==> config.mk <==
export PLATFORM = sky130hd
export DESIGN_NAME = mem2wb_flat
export DESIGN_NICKNAME = d
export VERILOG_FILES = /design/src/rtl/mem2wb_pkg.sv /design/src/rtl/mem2wb_if.sv /design/src/rtl/mem2wb_timeout_cnt.sv /design/src/rtl/mem2wb.sv /design/src/flat_wrapper.sv
export SDC_FILE = /design/constraint.sdc
export NUM_CORES = 1
export LEC_CHECK = 0
export ABC_CLOCK_PERIOD_IN_PS = 3300
export CORE_UTILIZATION = 31
export DETAILED_ROUTE_END_ITERATION = 10
export PLACE_DENSITY = 0.63
export SKIP_LAST_GASP = 1
export SYNTH_ARGS = -nofsm -noshare
export SYNTH_HDL_FRONTEND = slang
export SYNTH_SLANG_ARGS = --single-unit
==> constraint.sdc <==
create_clock -name clk_i -period 3.3 [get_ports clk_i]
set_input_delay 0.33 -clock clk_i [delete_from_list [all_inputs] [get_ports clk_i]]
set_output_delay 0.33 -clock clk_i [all_outputs]
set_load 0.1 [all_outputs]
==> src/rtl/mem2wb_pkg.sv <==
// Shared types and constants for the memory-to-Wishbone bridge.
package mem2wb_pkg;

    // Bridge FSM: IDLE accepts a request, BUS holds the Wishbone cycle,
    // RESP emits the single completion beat.
    typedef enum logic [1:0] {
        ST_IDLE = 2'd0,
        ST_BUS  = 2'd1,
        ST_RESP = 2'd2
    } mem2wb_state_t;

    // Default abort threshold, in BUS cycles without ack.
    localparam int unsigned DEFAULT_TIMEOUT_CYCLES = 255;

    // Counter width covers the full 1..65535 timeout range.
    localparam int unsigned TIMEOUT_CNT_W = 16;

    // Default Wishbone widths of the peripheral subsystem.
    localparam int unsigned WB_AD_WIDTH_DEF  = 32;
    localparam int unsigned WB_DAT_WIDTH_DEF = 32;

endpackage

==> src/rtl/mem2wb_if.sv <==
// Wishbone classic bus between the bridge (master) and a peripheral (slave).
interface mem2wb_if #(
    parameter int unsigned AD_WIDTH  = 32,
    parameter int unsigned DAT_WIDTH = 32
);
    logic                   chip_wbs_cyc;
    logic                   chip_wbs_stb;
    logic                   chip_wbs_we;
    logic [AD_WIDTH-1:0]    chip_wbs_addr;
    logic [DAT_WIDTH-1:0]   chip_wbs_wdata;
    logic [DAT_WIDTH/8-1:0] chip_wbs_sel;
    logic [DAT_WIDTH-1:0]   wbs_chip_rdata;
    logic                   wbs_chip_ack;

    modport master (
        output chip_wbs_cyc, chip_wbs_stb, chip_wbs_we,
        output chip_wbs_addr, chip_wbs_wdata, chip_wbs_sel,
        input  wbs_chip_rdata, wbs_chip_ack
    );

    modport slave (
        input  chip_wbs_cyc, chip_wbs_stb, chip_wbs_we,
        input  chip_wbs_addr, chip_wbs_wdata, chip_wbs_sel,
        output wbs_chip_rdata, wbs_chip_ack
    );
endinterface

==> src/rtl/mem2wb_timeout_cnt.sv <==
// Saturating wait-state counter with an expiry flag for the Wishbone cycle.
// expired_o is asserted in the cycle whose increment would make the count
// reach LIMIT, so the abort takes effect after exactly LIMIT ack-less cycles.
module wb_timeout_cnt
    import mem2wb_pkg::*;
#(
    parameter int unsigned LIMIT = DEFAULT_TIMEOUT_CYCLES
) (
    input  logic clk_i,
    input  logic rst_ni,
    input  logic en_i,
    input  logic clr_i,
    output logic expired_o
);
    localparam logic [TIMEOUT_CNT_W-1:0] LIMIT_M1 = TIMEOUT_CNT_W'(LIMIT - 1);
    localparam logic [TIMEOUT_CNT_W-1:0] ONE      = TIMEOUT_CNT_W'(1);

    logic [TIMEOUT_CNT_W-1:0] count_q;
    logic [TIMEOUT_CNT_W-1:0] count_d;

    // Next count: clear wins, otherwise count up while enabled and not saturated.
    always_comb begin
        count_d = count_q;
        if (clr_i) begin
            count_d = '0;
        end else if (en_i && (count_q != '1)) begin
            count_d = count_q + ONE;
        end
    end

    assign expired_o = en_i && (count_q >= LIMIT_M1);

    // Count register.
    always_ff @(posedge clk_i or negedge rst_ni) begin
        if (!rst_ni) begin
            count_q <= '0;
        end else begin
            count_q <= count_d;
        end
    end
endmodule

==> src/rtl/mem2wb.sv <==
// Single-beat memory request to Wishbone classic master bridge.
// Memory side handshake: a request is taken on a cycle where req_i and gnt_o
// are both high; gnt_o is high exactly when the bridge is idle. Each taken
// request yields exactly one rvalid_o pulse that cannot be back-pressured.
// AXI_DATA_WIDTH must equal WB_DAT_WIDTH.
module mem2wb
    import mem2wb_pkg::*;
#(
    parameter int unsigned AXI_ADDR_WIDTH = 32,
    parameter int unsigned AXI_DATA_WIDTH = 32,
    parameter int unsigned WB_AD_WIDTH    = WB_AD_WIDTH_DEF,
    parameter int unsigned WB_DAT_WIDTH   = WB_DAT_WIDTH_DEF,
    parameter int unsigned TIMEOUT_CYCLES = DEFAULT_TIMEOUT_CYCLES
) (
    input  logic                      clk_i,
    input  logic                      rst_ni,
    input  logic                      req_i,
    output logic                      gnt_o,
    input  logic                      we_i,
    input  logic [AXI_ADDR_WIDTH-1:0] addr_i,
    input  logic [AXI_DATA_WIDTH/8-1:0] be_i,
    input  logic [AXI_DATA_WIDTH-1:0] wdata_i,
    output logic                      rvalid_o,
    output logic [AXI_DATA_WIDTH-1:0] rdata_o,
    output logic                      rerr_o,
    output mem2wb_state_t             state_o,
    mem2wb_if.master                  wb
);
    mem2wb_state_t           state_q, state_d;
    logic                    cyc_q, cyc_d;
    logic                    stb_q, stb_d;
    logic                    we_q, we_d;
    logic [WB_AD_WIDTH-1:0]  addr_q, addr_d;
    logic [WB_DAT_WIDTH-1:0] wdata_q, wdata_d;
    logic [WB_DAT_WIDTH/8-1:0] sel_q, sel_d;
    logic                    rvalid_q, rvalid_d;
    logic [AXI_DATA_WIDTH-1:0] rdata_q, rdata_d;
    logic                    rerr_q, rerr_d;

    logic [WB_AD_WIDTH-1:0]  addr_ext;
    logic                    cnt_en;
    logic                    cnt_clr;
    logic                    cnt_expired;

    // Byte address truncated or zero-extended onto the Wishbone address width.
    if (WB_AD_WIDTH > AXI_ADDR_WIDTH) begin : g_addr_zext
        assign addr_ext = {{(WB_AD_WIDTH - AXI_ADDR_WIDTH){1'b0}}, addr_i};
    end else begin : g_addr_trunc
        assign addr_ext = addr_i[WB_AD_WIDTH-1:0];
    end

    wb_timeout_cnt #(
        .LIMIT (TIMEOUT_CYCLES)
    ) u_timeout (
        .clk_i     (clk_i),
        .rst_ni    (rst_ni),
        .en_i      (cnt_en),
        .clr_i     (cnt_clr),
        .expired_o (cnt_expired)
    );

    // Next-state and next-output logic; bus attributes hold unless a request is taken.
    always_comb begin
        state_d  = state_q;
        cyc_d    = cyc_q;
        stb_d    = stb_q;
        we_d     = we_q;
        addr_d   = addr_q;
        wdata_d  = wdata_q;
        sel_d    = sel_q;
        rvalid_d = 1'b0;
        rdata_d  = rdata_q;
        rerr_d   = rerr_q;
        cnt_en   = 1'b0;
        cnt_clr  = 1'b1;

        case (state_q)
            ST_IDLE: begin
                if (req_i) begin
                    state_d = ST_BUS;
                    cyc_d   = 1'b1;
                    stb_d   = 1'b1;
                    we_d    = we_i;
                    addr_d  = addr_ext;
                    wdata_d = wdata_i;
                    sel_d   = we_i ? be_i : '1;
                end
            end
            ST_BUS: begin
                cnt_clr = 1'b0;
                cnt_en  = !wb.wbs_chip_ack;
                // Ack is checked first so it wins over a simultaneous expiry.
                if (wb.wbs_chip_ack) begin
                    state_d  = ST_RESP;
                    cyc_d    = 1'b0;
                    stb_d    = 1'b0;
                    rdata_d  = we_q ? '0 : wb.wbs_chip_rdata;
                    rerr_d   = 1'b0;
                    rvalid_d = 1'b1;
                    cnt_clr  = 1'b1;
                end else if (cnt_expired) begin
                    state_d  = ST_RESP;
                    cyc_d    = 1'b0;
                    stb_d    = 1'b0;
                    rdata_d  = '0;
                    rerr_d   = 1'b1;
                    rvalid_d = 1'b1;
                end
            end
            ST_RESP: begin
                state_d = ST_IDLE;
                rdata_d = '0;
                rerr_d  = 1'b0;
            end
            default: begin
                state_d = ST_IDLE;
                cyc_d   = 1'b0;
                stb_d   = 1'b0;
            end
        endcase
    end

    // State and registered outputs; reset drops the bus cycle immediately.
    always_ff @(posedge clk_i or negedge rst_ni) begin
        if (!rst_ni) begin
            state_q  <= ST_IDLE;
            cyc_q    <= 1'b0;
            stb_q    <= 1'b0;
            we_q     <= 1'b0;
            addr_q   <= '0;
            wdata_q  <= '0;
            sel_q    <= '0;
            rvalid_q <= 1'b0;
            rdata_q  <= '0;
            rerr_q   <= 1'b0;
        end else begin
            state_q  <= state_d;
            cyc_q    <= cyc_d;
            stb_q    <= stb_d;
            we_q     <= we_d;
            addr_q   <= addr_d;
            wdata_q  <= wdata_d;
            sel_q    <= sel_d;
            rvalid_q <= rvalid_d;
            rdata_q  <= rdata_d;
            rerr_q   <= rerr_d;
        end
    end

    assign gnt_o             = (state_q == ST_IDLE);
    assign state_o           = state_q;
    assign rvalid_o          = rvalid_q;
    assign rdata_o           = rdata_q;
    assign rerr_o            = rerr_q;
    assign wb.chip_wbs_cyc   = cyc_q;
    assign wb.chip_wbs_stb   = stb_q;
    assign wb.chip_wbs_we    = we_q;
    assign wb.chip_wbs_addr  = addr_q;
    assign wb.chip_wbs_wdata = wdata_q;
    assign wb.chip_wbs_sel   = sel_q;
endmodule

==> src/flat_wrapper.sv <==
// flat-port wrapper written by rule: the top's interface ports become plain ports
module mem2wb_flat import mem2wb_pkg::*;
#(
    parameter int unsigned AXI_ADDR_WIDTH = 32,
    parameter int unsigned AXI_DATA_WIDTH = 32,
    parameter int unsigned WB_AD_WIDTH    = WB_AD_WIDTH_DEF,
    parameter int unsigned WB_DAT_WIDTH   = WB_DAT_WIDTH_DEF,
    parameter int unsigned TIMEOUT_CYCLES = DEFAULT_TIMEOUT_CYCLES
)
  (clk_i, rst_ni, req_i, gnt_o, we_i, addr_i, be_i, wdata_i, rvalid_o, rdata_o, rerr_o, state_o, wb_chip_wbs_cyc, wb_chip_wbs_stb, wb_chip_wbs_we, wb_chip_wbs_addr, wb_chip_wbs_wdata, wb_chip_wbs_sel, wb_wbs_chip_rdata, wb_wbs_chip_ack);
  mem2wb_if #(.AD_WIDTH(32), .DAT_WIDTH(32)) wb_i ();
  input  logic clk_i;
  input  logic rst_ni;
  input  logic req_i;
  output logic gnt_o;
  input  logic we_i;
  input  logic [AXI_ADDR_WIDTH-1:0] addr_i;
  input  logic [AXI_DATA_WIDTH/8-1:0] be_i;
  input  logic [AXI_DATA_WIDTH-1:0] wdata_i;
  output logic rvalid_o;
  output logic [AXI_DATA_WIDTH-1:0] rdata_o;
  output logic rerr_o;
  output mem2wb_state_t state_o;
  output wire logic [$bits(wb_i.chip_wbs_cyc)-1:0] wb_chip_wbs_cyc;
  output wire logic [$bits(wb_i.chip_wbs_stb)-1:0] wb_chip_wbs_stb;
  output wire logic [$bits(wb_i.chip_wbs_we)-1:0] wb_chip_wbs_we;
  output wire logic [$bits(wb_i.chip_wbs_addr)-1:0] wb_chip_wbs_addr;
  output wire logic [$bits(wb_i.chip_wbs_wdata)-1:0] wb_chip_wbs_wdata;
  output wire logic [$bits(wb_i.chip_wbs_sel)-1:0] wb_chip_wbs_sel;
  input wire logic [$bits(wb_i.wbs_chip_rdata)-1:0] wb_wbs_chip_rdata;
  input wire logic [$bits(wb_i.wbs_chip_ack)-1:0] wb_wbs_chip_ack;
  assign wb_chip_wbs_cyc = wb_i.chip_wbs_cyc;
  assign wb_chip_wbs_stb = wb_i.chip_wbs_stb;
  assign wb_chip_wbs_we = wb_i.chip_wbs_we;
  assign wb_chip_wbs_addr = wb_i.chip_wbs_addr;
  assign wb_chip_wbs_wdata = wb_i.chip_wbs_wdata;
  assign wb_chip_wbs_sel = wb_i.chip_wbs_sel;
  assign wb_i.wbs_chip_rdata = wb_wbs_chip_rdata;
  assign wb_i.wbs_chip_ack = wb_wbs_chip_ack;
  mem2wb #(.AXI_ADDR_WIDTH(AXI_ADDR_WIDTH), .AXI_DATA_WIDTH(AXI_DATA_WIDTH), .WB_AD_WIDTH(WB_AD_WIDTH), .WB_DAT_WIDTH(WB_DAT_WIDTH), .TIMEOUT_CYCLES(TIMEOUT_CYCLES)) u_core (.clk_i(clk_i), .rst_ni(rst_ni), .req_i(req_i), .gnt_o(gnt_o), .we_i(we_i), .addr_i(addr_i), .be_i(be_i), .wdata_i(wdata_i), .rvalid_o(rvalid_o), .rdata_o(rdata_o), .rerr_o(rerr_o), .state_o(state_o), .wb(wb_i));
endmodule
**After elaboration in Yosys (flattened, before gate mapping)**

Cells that the tools add are included.

- Bitwise logic cells: 1
- Muxes and demuxes: 24
- Equality and inequality tests: 5
- $lt $le $gt $ge: 1
- Add/sub/neg operators: 1
- Reductions and logical operators: 10

Operators by type and width:

| kind | number |
|---|---|
| $mux W32 | 3 |
| $pmux W32 S2 | 1 |
| $mux W16 | 2 |
| $add A16 B1 Y16 const B | 1 |
| $ge A16 B8 Y1 const B | 1 |
| $ne A16 B16 Y1 const B | 1 |
| $mux W1 | 11 |
| $mux W2 | 3 |
| $reduce_and A2 Y1 | 3 |
| $mux W4 | 1 |
| $pmux W2 S2 | 1 |
| $reduce_bool A2 Y1 | 2 |
| $ne A3 B2 Y1 const B | 1 |
| $pmux W1 S3 | 1 |
| $reduce_and A3 Y1 | 1 |
| $eq A2 B1 Y1 const B | 1 |
| $eq A2 B2 Y1 const B | 1 |
| $logic_and A1 B1 Y1 | 2 |
| $logic_not A2 Y1 | 1 |
| $ne A2 B2 Y1 const B | 1 |
| $pmux W1 S2 | 1 |
| $logic_not A1 Y1 | 1 |
| $not A1 Y1 | 1 |

- Input port bits: 105
- Word-level logic and storage cells: 52
- Bits in registers: 122
- Output and inout port bits: 108

**Depth between registers and ports, before layout**

Gate-level depths: netlist (run 1).

- Depth in word-level cells: 6
- Mapped depth: 7
- Depth with buffers taken out: 6

**Cells and area by module**

From an unflattened synthesis (run 1), not the netlist that was laid out.

- Cell total of the unflattened synthesis: 354
- Area total of the unflattened synthesis: 5257.5 µm²

By module, submodules not included:

| module | cells an instance | area an instance (µm²) | sequential area each (µm²) | instances |
|---|---|---|---|---|
| mem2wb | 253 | 4302.9 | 2652.5 | 1 |
| wb_timeout_cnt | 101 | 954.7 | 400.4 | 1 |

**Worst setup path after synthesis (run 1)**

Ideal clock, no wire load.

- Path kind: reg-to-reg
- From: register u_core.state_q[1], in the netlist u_core.state_o[1]
- To: register u_core.we_q, in the netlist u_core.wb.chip_wbs_we
- Slack: 0.335 ns
- Arrival: 2.839 ns
- Setup time: 0.126 ns
- Data required time: 3.174 ns
- Cell stages (with the launch flop): 6
- Buffers on the path: 1
- Period minus slack after synthesis: 2.965 ns
- Cell sequence: dfrtp_1 > inv_1 > ha_1 > nand2_1 > clkbuf_1 > mux2_2

- Word-level cells in the longest chain between the ends: 2

Ends and longest elaborated chain:

| what | RTL line | RTL |
|---|---|---|
| start, declared | mem2wb.sv:29 | `mem2wb_state_t state_q, state_d;` |
| start signal, assigned | mem2wb.sv:137 | `state_q <= state_d;` |
| $logic_not A2 Y1 | n/a |  |
| net gnt_o | flat_wrapper.sv:15 | `output logic gnt_o;` |
| $reduce_and A2 Y1 (no line) | n/a |  |
| end signal, assigned | mem2wb.sv:140 | `we_q <= we_d;` |
| end, declared | mem2wb.sv:32 | `logic we_q, we_d;` |

The timed path passes the listed nets, and every way through them passes these cells.
A chain may end at the register's enable or synchronous reset.

**Final worst setup path (run 1)**

- From: register u_core.we_q, in the netlist u_core.wb.chip_wbs_we
- To: output port wb_chip_wbs_we

RTL lines:

| what | RTL line | RTL |
|---|---|---|
| end, declared | flat_wrapper.sv:26 | `output wire logic [$bits(wb_i.chip_wbs_we)-1:0] wb_chip_wbs_we;` |

No word-level cell between the ends.

==> flow_summary.ini, run 1 <==
[timing]
final.setup.tns_ns = 0
finalCritPeriodShare_pct = 71.7
max_slew.worst_pin.slew_ns = 1.02
finalSetupViolCount = 0
hold_viol = 0
clock_skew_ns = 0.00891
drv_slew = 0
slew_headroom_pct = 32.0
min_period_ns = 2.36
grt_setup_unrepaired = no
clock.fmax_mhz = 423
holdWs_ns = 0.457

[floorplanning]
rows = 45
core-area_mm2 = 0.0154
initial_core_util_pct = 32.1
die-area_mm2 = 0.0164
io_pins = 213
die_w_um = 128
die_h_um = 128

[finish]
antenna_cells = 0
drive_gt1_share_pct = 19.5
final_common_cell = clkdlybuf4s50_1
final_cell_mix = clkdlybuf4s50_1, dfrtp_1, mux2_2
final_area_mm2 = 0.00790
fillerInstances = 1332
fin_cells = 795
fin_nets = 682
syn2layout_area_growth_pct = 60.0

[logic_synthesis]
syn_area_per_cell_um2 = 14.0
synth-xor-area-share_pct = 0.355
synth_edf_count = 0
synth_seq_area_share_pct = 61.8
synth_area_mm2 = 0.00494
postSynthRegisterBits = 122
synth_warnings = 0
async_flop_share_pct = 100
synth-simple-area-share_pct = 7.86
synthMuxAreaShare_pct = 15.3
synthAdderAreaFrac_pct = 1.52
syn_nets = 464
synth_compound_area_share_pct = 10.8
synth_cell_types = 42
synthFlopType = dfrtp_1
synth_top_family_by_area = multiplexers
synthCells = 353

[cts]
cts_buffers = 17
clock-sinks = 122
clockBufferDepth = 2
cts_tree = done
cts_hold_buf = 1
path_clk_slew_ns = 0.06
post_cts_buffers = 0
ctsResizeCount = 0
insertion_delay_ns = 0.41
h-tree-depth = 4
cts_root_buf = clkbuf_16

[route]
first_iter_violations = 215
routed_via_density = 4.73
wl_per_cell_um = 15.9
first_pass_iters = 4
vias = 3757
route.detailed.drc = 0
drt_wl_total_um = 12600
antenna_left = 0

[critical_path]
max_stage_delay_ns = 1.19
startpoint_type = flop
critPathMaxFanout = 3
arrival_ns = 2.03
cpLargestDelayFamily = buffers and inverters
crit_required_ns = 2.97
regToRegSetupSlack_ns = 1.11
crit_path_cell_trace = clkdlybuf4s50_1
slowest_stage = clkdlybuf4s50_1
crit_buf_inv = 1
path_class = flop to primary output
cp-end-kind = primary output

[flow_run]
maxCapViolCount = 0

[global_route]
grt_pass1_wl_um = 19900
grt_usage_pct = 15.7
grt_antenna_before_repair = 0
grt_pass1_vias = 3859
grt_max_degree = 79
grt_overflow_total = 0

[placed_design]
gp_congestion = 0.762
place.port_buffers = 212
hpwl_um = 8970
place_inst = 762
post_dp_cell_area_mm2 = 0.00730

[hold_path]
hold_path_class = input port to asynchronous set/reset pin

[outcome]
status = finished clean
-- area by class of cell --
cell class                 instances  area, µm²  share of cell area, %
timing repair buffer             217       2180                   27.6
clock inverter                    15        166                   2.11
multi-input combinational        208       1790                   22.6
inverter                           5       18.8                  0.238
clock buffer                      17        425                   5.39
tap                              211        264                   3.34
sequential                       122       3050                   38.7
-- path summary, 6_finish.rpt --
kind	cells past startpoint	to	startpoint
worst min-delay path	2	u_core.rdata_o[8]	rst_ni
worst min register to register	2	u_core.wb.chip_wbs_sel[1]	u_core.wb.chip_wbs_sel[1]
min in group clk_i	2	u_core.wb.chip_wbs_sel[1]	u_core.wb.chip_wbs_sel[1]
max in group asynchronous	3	u_core.wb.chip_wbs_wdata[22]	rst_ni
worst max register to register	6	u_core.u_timeout.count_q[9]	u_core.state_o[1]
worst max-delay path	1	wb_chip_wbs_we	u_core.wb.chip_wbs_we
-- cell families (layout without fill, tap and decap cells) --
| logic type | count (synthesis) | count (layout) |
|---|---|---|
| simple gates | 63 | 63 |
| fa+ha+maj | 6 | 6 |
| compound gates | 70 | 70 |
| mux | 67 | 67 |
| flops | 122 | 122 |
| xor+xnor | 2 | 2 |
| buf+inv | 23 | 254 |
-- layer usage --
layer  share of wire [%]  vias to the layer above  wire length [µm]  track usage (%)
met5                   0                        -                 0                0
met4                 1.9                        0               243             6.78
met2                  50                      131              6290             26.0
li1                    -                     1745                 -                -
met1                  42                     1860              5320             18.8
met3                 5.9                       21               749             5.01
-- per-stage QoR --
stage               setup slack (ns)  utilization, %
floorplan                      0.335               -
global placement               0.986            47.5
detailed placement             0.921            47.5
CTS                            0.901            51.4
global route                   0.877            51.4
finish                         0.935            51.4
-- state kept, by name (all words and copies together) (netlist names) --
signal	cells
u_core.rdata_o	32
u_core.wb.chip_wbs_addr	32
u_core.wb.chip_wbs_wdata	32
u_core.u_timeout.count_q	16
u_core.wb.chip_wbs_sel	4
u_core.state_o	2
u_core.rerr_o	1
u_core.rvalid_o	1
u_core.wb.chip_wbs_cyc	1
u_core.wb.chip_wbs_we	1
-- cell usage after synthesis, types with 2 or more instances --
cell / instances / share of area [%]
o31ai_1: 2 / 0.30
or3_1: 3 / 0.38
a21oi_1: 8 / 0.81
nand4_4: 2 / 0.86
nor4_1: 5 / 0.63
nor2b_1: 6 / 0.76
nand4_1: 2 / 0.25
dfrtp_1: 122 / 62
a211oi_1: 3 / 0.46
o211ai_1: 3 / 0.46
nor3_1: 2 / 0.20
inv_1: 5 / 0.38
buf_6: 3 / 0.68
nand3_1: 7 / 0.71
a31oi_1: 4 / 0.51
and4_1: 2 / 0.35
nand2_1: 11 / 0.84
o21ai_0: 10 / 1.0
and3_1: 3 / 0.38
clkbuf_1: 13 / 0.99
or4_1: 3 / 0.46
nor2_1: 12 / 0.91
mux2_2: 67 / 15
ha_1: 6 / 1.5
a22o_1: 32 / 5.7
Power of run 1 is not shown: default switching activity piles up to over one toggle a cycle in this logic, so the estimate is an artifact.
==> run 2: changes to the inputs <==
- ABC_CLOCK_PERIOD_IN_PS: 3300 -> 2000
- PLACE_DENSITY: 0.63 -> 0.65
- clock period: 3.3 -> 2 ns (I/O delays scaled with it)
==> run 2 against run 1 <==
- critical path depth rose by 5
- register-to-register slack worse by 1.0 ns
- routed wire length grew 2.2%
==> flow_summary.ini, run 2 (synthesis results as in run 1) <==
[timing]
finalCritPeriodShare_pct = 94.6
hold_viol = 0
max_slew.worst_pin.slew_ns = 0.525
slew_headroom_pct = 65.0
min_period_ns = 1.89
setup_slack_ns = 0.109
final.setup.tns_ns = 0
grt_setup_unrepaired = no
clock_skew_ns = 0.00634
clock.fmax_mhz = 529
drv_slew = 0
finalSetupViolCount = 0

[placed_design]
gp_congestion = 0.841
place_worst_setup_slack_ns = 0.0334
hpwl_um = 9560
place_inst = 777
post_dp_cell_area_mm2 = 0.00722
place.port_buffers = 212

[route]
route.detailed.drc = 0
vias = 3791
routed_via_density = 4.69
first_pass_iters = 4
antenna_left = 0
drt_wl_total_um = 12900
wl_per_cell_um = 15.9
first_iter_violations = 159

[global_route]
grt_usage_pct = 16.4
grt_pass1_wl_um = 20700
grt_max_degree = 50
gr-usage-met3_pct = 6.64
met1_usage_pct = 19.5
grt_overflow_total = 0
grt_pass1_vias = 3977
grt_antenna_before_repair = 0
grt_use_met2_pct = 26.7
top_usage_layer = met2

[critical_path]
startpoint_type = flop
critPathMaxFanout = 6
crit_required_ns = 2.35
cp-end-kind = flop
max_stage_delay_ns = 0.58
arrival_ns = 2.24
path_class = flop to flop
crit_path_cell_trace = inv_4 -> ha_1 -> nand2b_1 -> or4_1 -> a31oi_1 -> a41o_1
slowest_stage = or4_1

[cts]
clockBufferDepth = 2
path_clk_slew_ns = 0.06
cts_tree = done
h-tree-depth = 4
cts_root_buf = clkbuf_16
post_cts_buffers = 0
insertion_delay_ns = 0.41
clock-sinks = 122
cts_buffers = 17

[floorplanning]
initial_core_util_pct = 32.1
die_w_um = 128
die_h_um = 128
core-area_mm2 = 0.0154
io_pins = 213
die-area_mm2 = 0.0164
rows = 45

[finish]
fillerInstances = 1348
final_area_mm2 = 0.00782
final_cell_mix = buf_4, dfrtp_1, clkdlybuf4s50_1
syn2layout_area_growth_pct = 58.4
fin_cells = 809
antenna_cells = 0
drive_gt1_share_pct = 39.6
fin_nets = 697
final_common_cell = buf_4

[outcome]
status = finished clean

[hold_path]
hold_path_class = input port to asynchronous set/reset pin

[flow_run]
maxCapViolCount = 0
[run 2: cell types whose count changed in the layout (fill, tap and decap cells not counted), sizes merged]
cell           change
clkdlybuf4s50    -107
clkinv             -4
clkinvlp           -1
inv                -3
clkbuf             +6
buf              +122
bufinv             +1
[run 2: cell type report]
class                           instances  area, µm²  share of cell area [%]
Clock buffer                           23        458                    5.85
Clock inverter                          8        120                    1.54
Inverter                                5       21.3                   0.272
Multi-Input combinational cell        208       1820                    23.3
Sequential cell                       122       3060                    39.1
Tap cell                              211        264                    3.37
Timing Repair Buffer                  232       2080                    26.6
[run 2: per-stage QoR]
stage | hold slack [ns] | utilization, %
finish | 0.338 | 50.9
global route | 0.377 | 50.9
CTS | 0.345 | 50.8
detailed placement | 0.222 | 47.0
global placement | 0.217 | 47.0
floorplan | -0.0956 | -
[run 2: worst paths after layout]
check | startpoint | to | slack [ns] | depth (start not counted)
max in group asynchronous | rst_ni | u_core.rdata_o[16] | 1.02 | 3
worst max register to register | u_core.state_o[1] | u_core.u_timeout.count_q[9] | 0.11 | 6
worst min register to register | u_core.wb.chip_wbs_sel[0] | u_core.wb.chip_wbs_sel[0] | 0.49 | 2
min in group clk_i | addr_i[8] | u_core.wb.chip_wbs_addr[8] | 0.40 | 2
worst min-delay path | rst_ni | u_core.rdata_o[1] | 0.34 | 2
worst max-delay path | u_core.state_o[1] | u_core.u_timeout.count_q[9] | 0.11 | 6
[run 2: routing by layer]
layer  share of wire, %  vias to the layer above
met1                 42                     1847
met4                1.4                        0
met3                8.3                       13
li1                   -                     1777
met2                 49                      154
met5                  0                        -
[run 2: worst max-delay path, delay by kind of cell, from the launching register on]
kind / cells / cell delay [ns]
buffers and inverters: 1 / 0.08
flip-flops: 1 / 0.50
AND/OR/NAND/NOR: 2 / 0.75
adder cells (fa/ha/maj): 1 / 0.17
AO/OA/AOI/OAI: 2 / 0.31
[run 2: repair_timing]
| item | in CTS | in global routing |
|---|---|---|
| endpoints found under the setup margin | 0 | 6 |
| hold buffers | 1 | 0 |
| endpoints found under the hold margin | 36 | 0 |
| resized for setup | 0 | 2 |
Power of run 2 is left out for the same reason.
==> run 3: changes to the inputs <==
- CORE_MARGIN: unset -> 2
==> run 3 against run 2 <==
- critical path depth did not move
- global-route usage is 1.4 points lower
- non-clock buffer count down 4
- routed wire length hardly changed
- die area increased by 3.1%
- setup slack better by 0.048 ns
- critical endpoint unchanged
- core utilization is 1.4 points lower
- critical path type unchanged
- worst hold slack lost 0.023 ns
==> flow_summary.ini, run 3 (synthesis results as in run 1) <==
[finish]
final_area_mm2 = 0.00778
utilization_pct = 49.5
final_cell_mix = buf_4, dfrtp_1, clkdlybuf4s50_1
syn2layout_area_growth_pct = 57.6
fin_nets = 693
drive_gt1_share_pct = 39.6
antenna_cells = 0

[route]
wl_per_cell_um = 15.9
first_iter_violations = 186
first_pass_iters = 4
drt_wl_total_um = 12900
routed_via_density = 4.71
route.detailed.drc = 0
vias = 3811
antenna_left = 0
routed-wl-met2_um = 6430
wl_met3_um = 832
wl_met1_um = 5290
top_layer = met4

[timing]
clock_skew_ns = 0.00521
drv_slew = 0
clock.fmax_mhz = 543
hold_viol = 0
finalSetupViolCount = 0
final.setup.tns_ns = 0
finalCritPeriodShare_pct = 92.2
max_slew.worst_pin.slew_ns = 0.508
holdWs_ns = 0.315
min_period_ns = 1.84
slew_headroom_pct = 66.1
grt_setup_unrepaired = no

[cts]
h-tree-depth = 4
cts_root_buf = clkbuf_16
clockBufferDepth = 2
clock-sinks = 122
cts_tree = done
path_clk_slew_ns = 0.05
cts_buffers = 17
insertion_delay_ns = 0.40

[placed_design]
gp_congestion = 0.827
post_dp_cell_area_mm2 = 0.00717
place.port_buffers = 212
hpwl_um = 9320

[critical_path]
critPathMaxFanout = 8
crit_required_ns = 2.34
path_class = flop to flop
crit_path_cell_trace = inv_4 -> ha_1 -> nand2b_2 -> or4_1 -> a31oi_1 -> a41o_1
slowest_stage = or4_1
critPathLaunch = u_core.state_o[1]
startpoint_type = flop
max_stage_delay_ns = 0.57
r2r_start = u_core.state_o[1]
crit_buf_inv = 1
cp-end-kind = flop
arrival_ns = 2.18
cpLargestDelayFamily = simple AND/OR/NAND/NOR gates

[floorplanning]
die_h_um = 130
die-area_mm2 = 0.0170
initial_core_util_pct = 31.4
io_pins = 213
rows = 46
core-area_mm2 = 0.0157
die_w_um = 130

[global_route]
grt_max_degree = 50
grt_usage_pct = 15.0
grt_pass1_wl_um = 19700
grt_overflow_total = 0
grt_pass1_vias = 3989
grt_antenna_before_repair = 0

[outcome]
status = finished clean

[hold_path]
hold_path_class = input port to asynchronous set/reset pin

[flow_run]
maxCapViolCount = 0
## run 3: path summary, 6_finish.rpt
check | end | slack, ns | cells past startpoint
setup / recovery | u_core.u_timeout.count_q[9] | 0.16 | 6
hold / removal | u_core.u_timeout.count_q[9] | 0.31 | 2
setup reg to reg | u_core.u_timeout.count_q[9] | 0.16 | 6
hold reg to reg | u_core.wb.chip_wbs_sel[3] | 0.49 | 2
max in group asynchronous | u_core.wb.chip_wbs_addr[1] | 1.07 | 3
min in group clk_i | u_core.wb.chip_wbs_wdata[27] | 0.41 | 2
## run 3: cell type report
| cell class | count | area [µm²] |
|---|---|---|
| clock buffer | 22 | 474 |
| clock inverter | 8 | 119 |
| fill | 1398 | 7930 |
| inverter | 5 | 21.3 |
| multi-input combinational | 208 | 1810 |
| sequential | 122 | 3060 |
| tap | 216 | 270 |
| timing repair buffer | 228 | 2020 |
## run 3: layer usage
metal  GRT usage (%)  vias up
met5               0        -
met4            7.15        0
met3            4.67       29
met2            24.7      147
met1            18.0     1879
li1                -     1756
## run 3: what timing repair did
item                       4_1_cts  5_1_grt
gates resized for setup          0        2
hold buffers                     1        0
setup buffers                    0        0
setup endpoints to repair        0        7
hold endpoints to repair        33        0
## run 3: metrics by stage
step,std cells,worst slack [ns]
floorplan,353,0.00812
global placement,778,0.113
detailed placement,778,0.118
CTS,809,0.0982
global route,809,0.00318
finish,809,0.157
Power of run 3 is left out for the same reason.
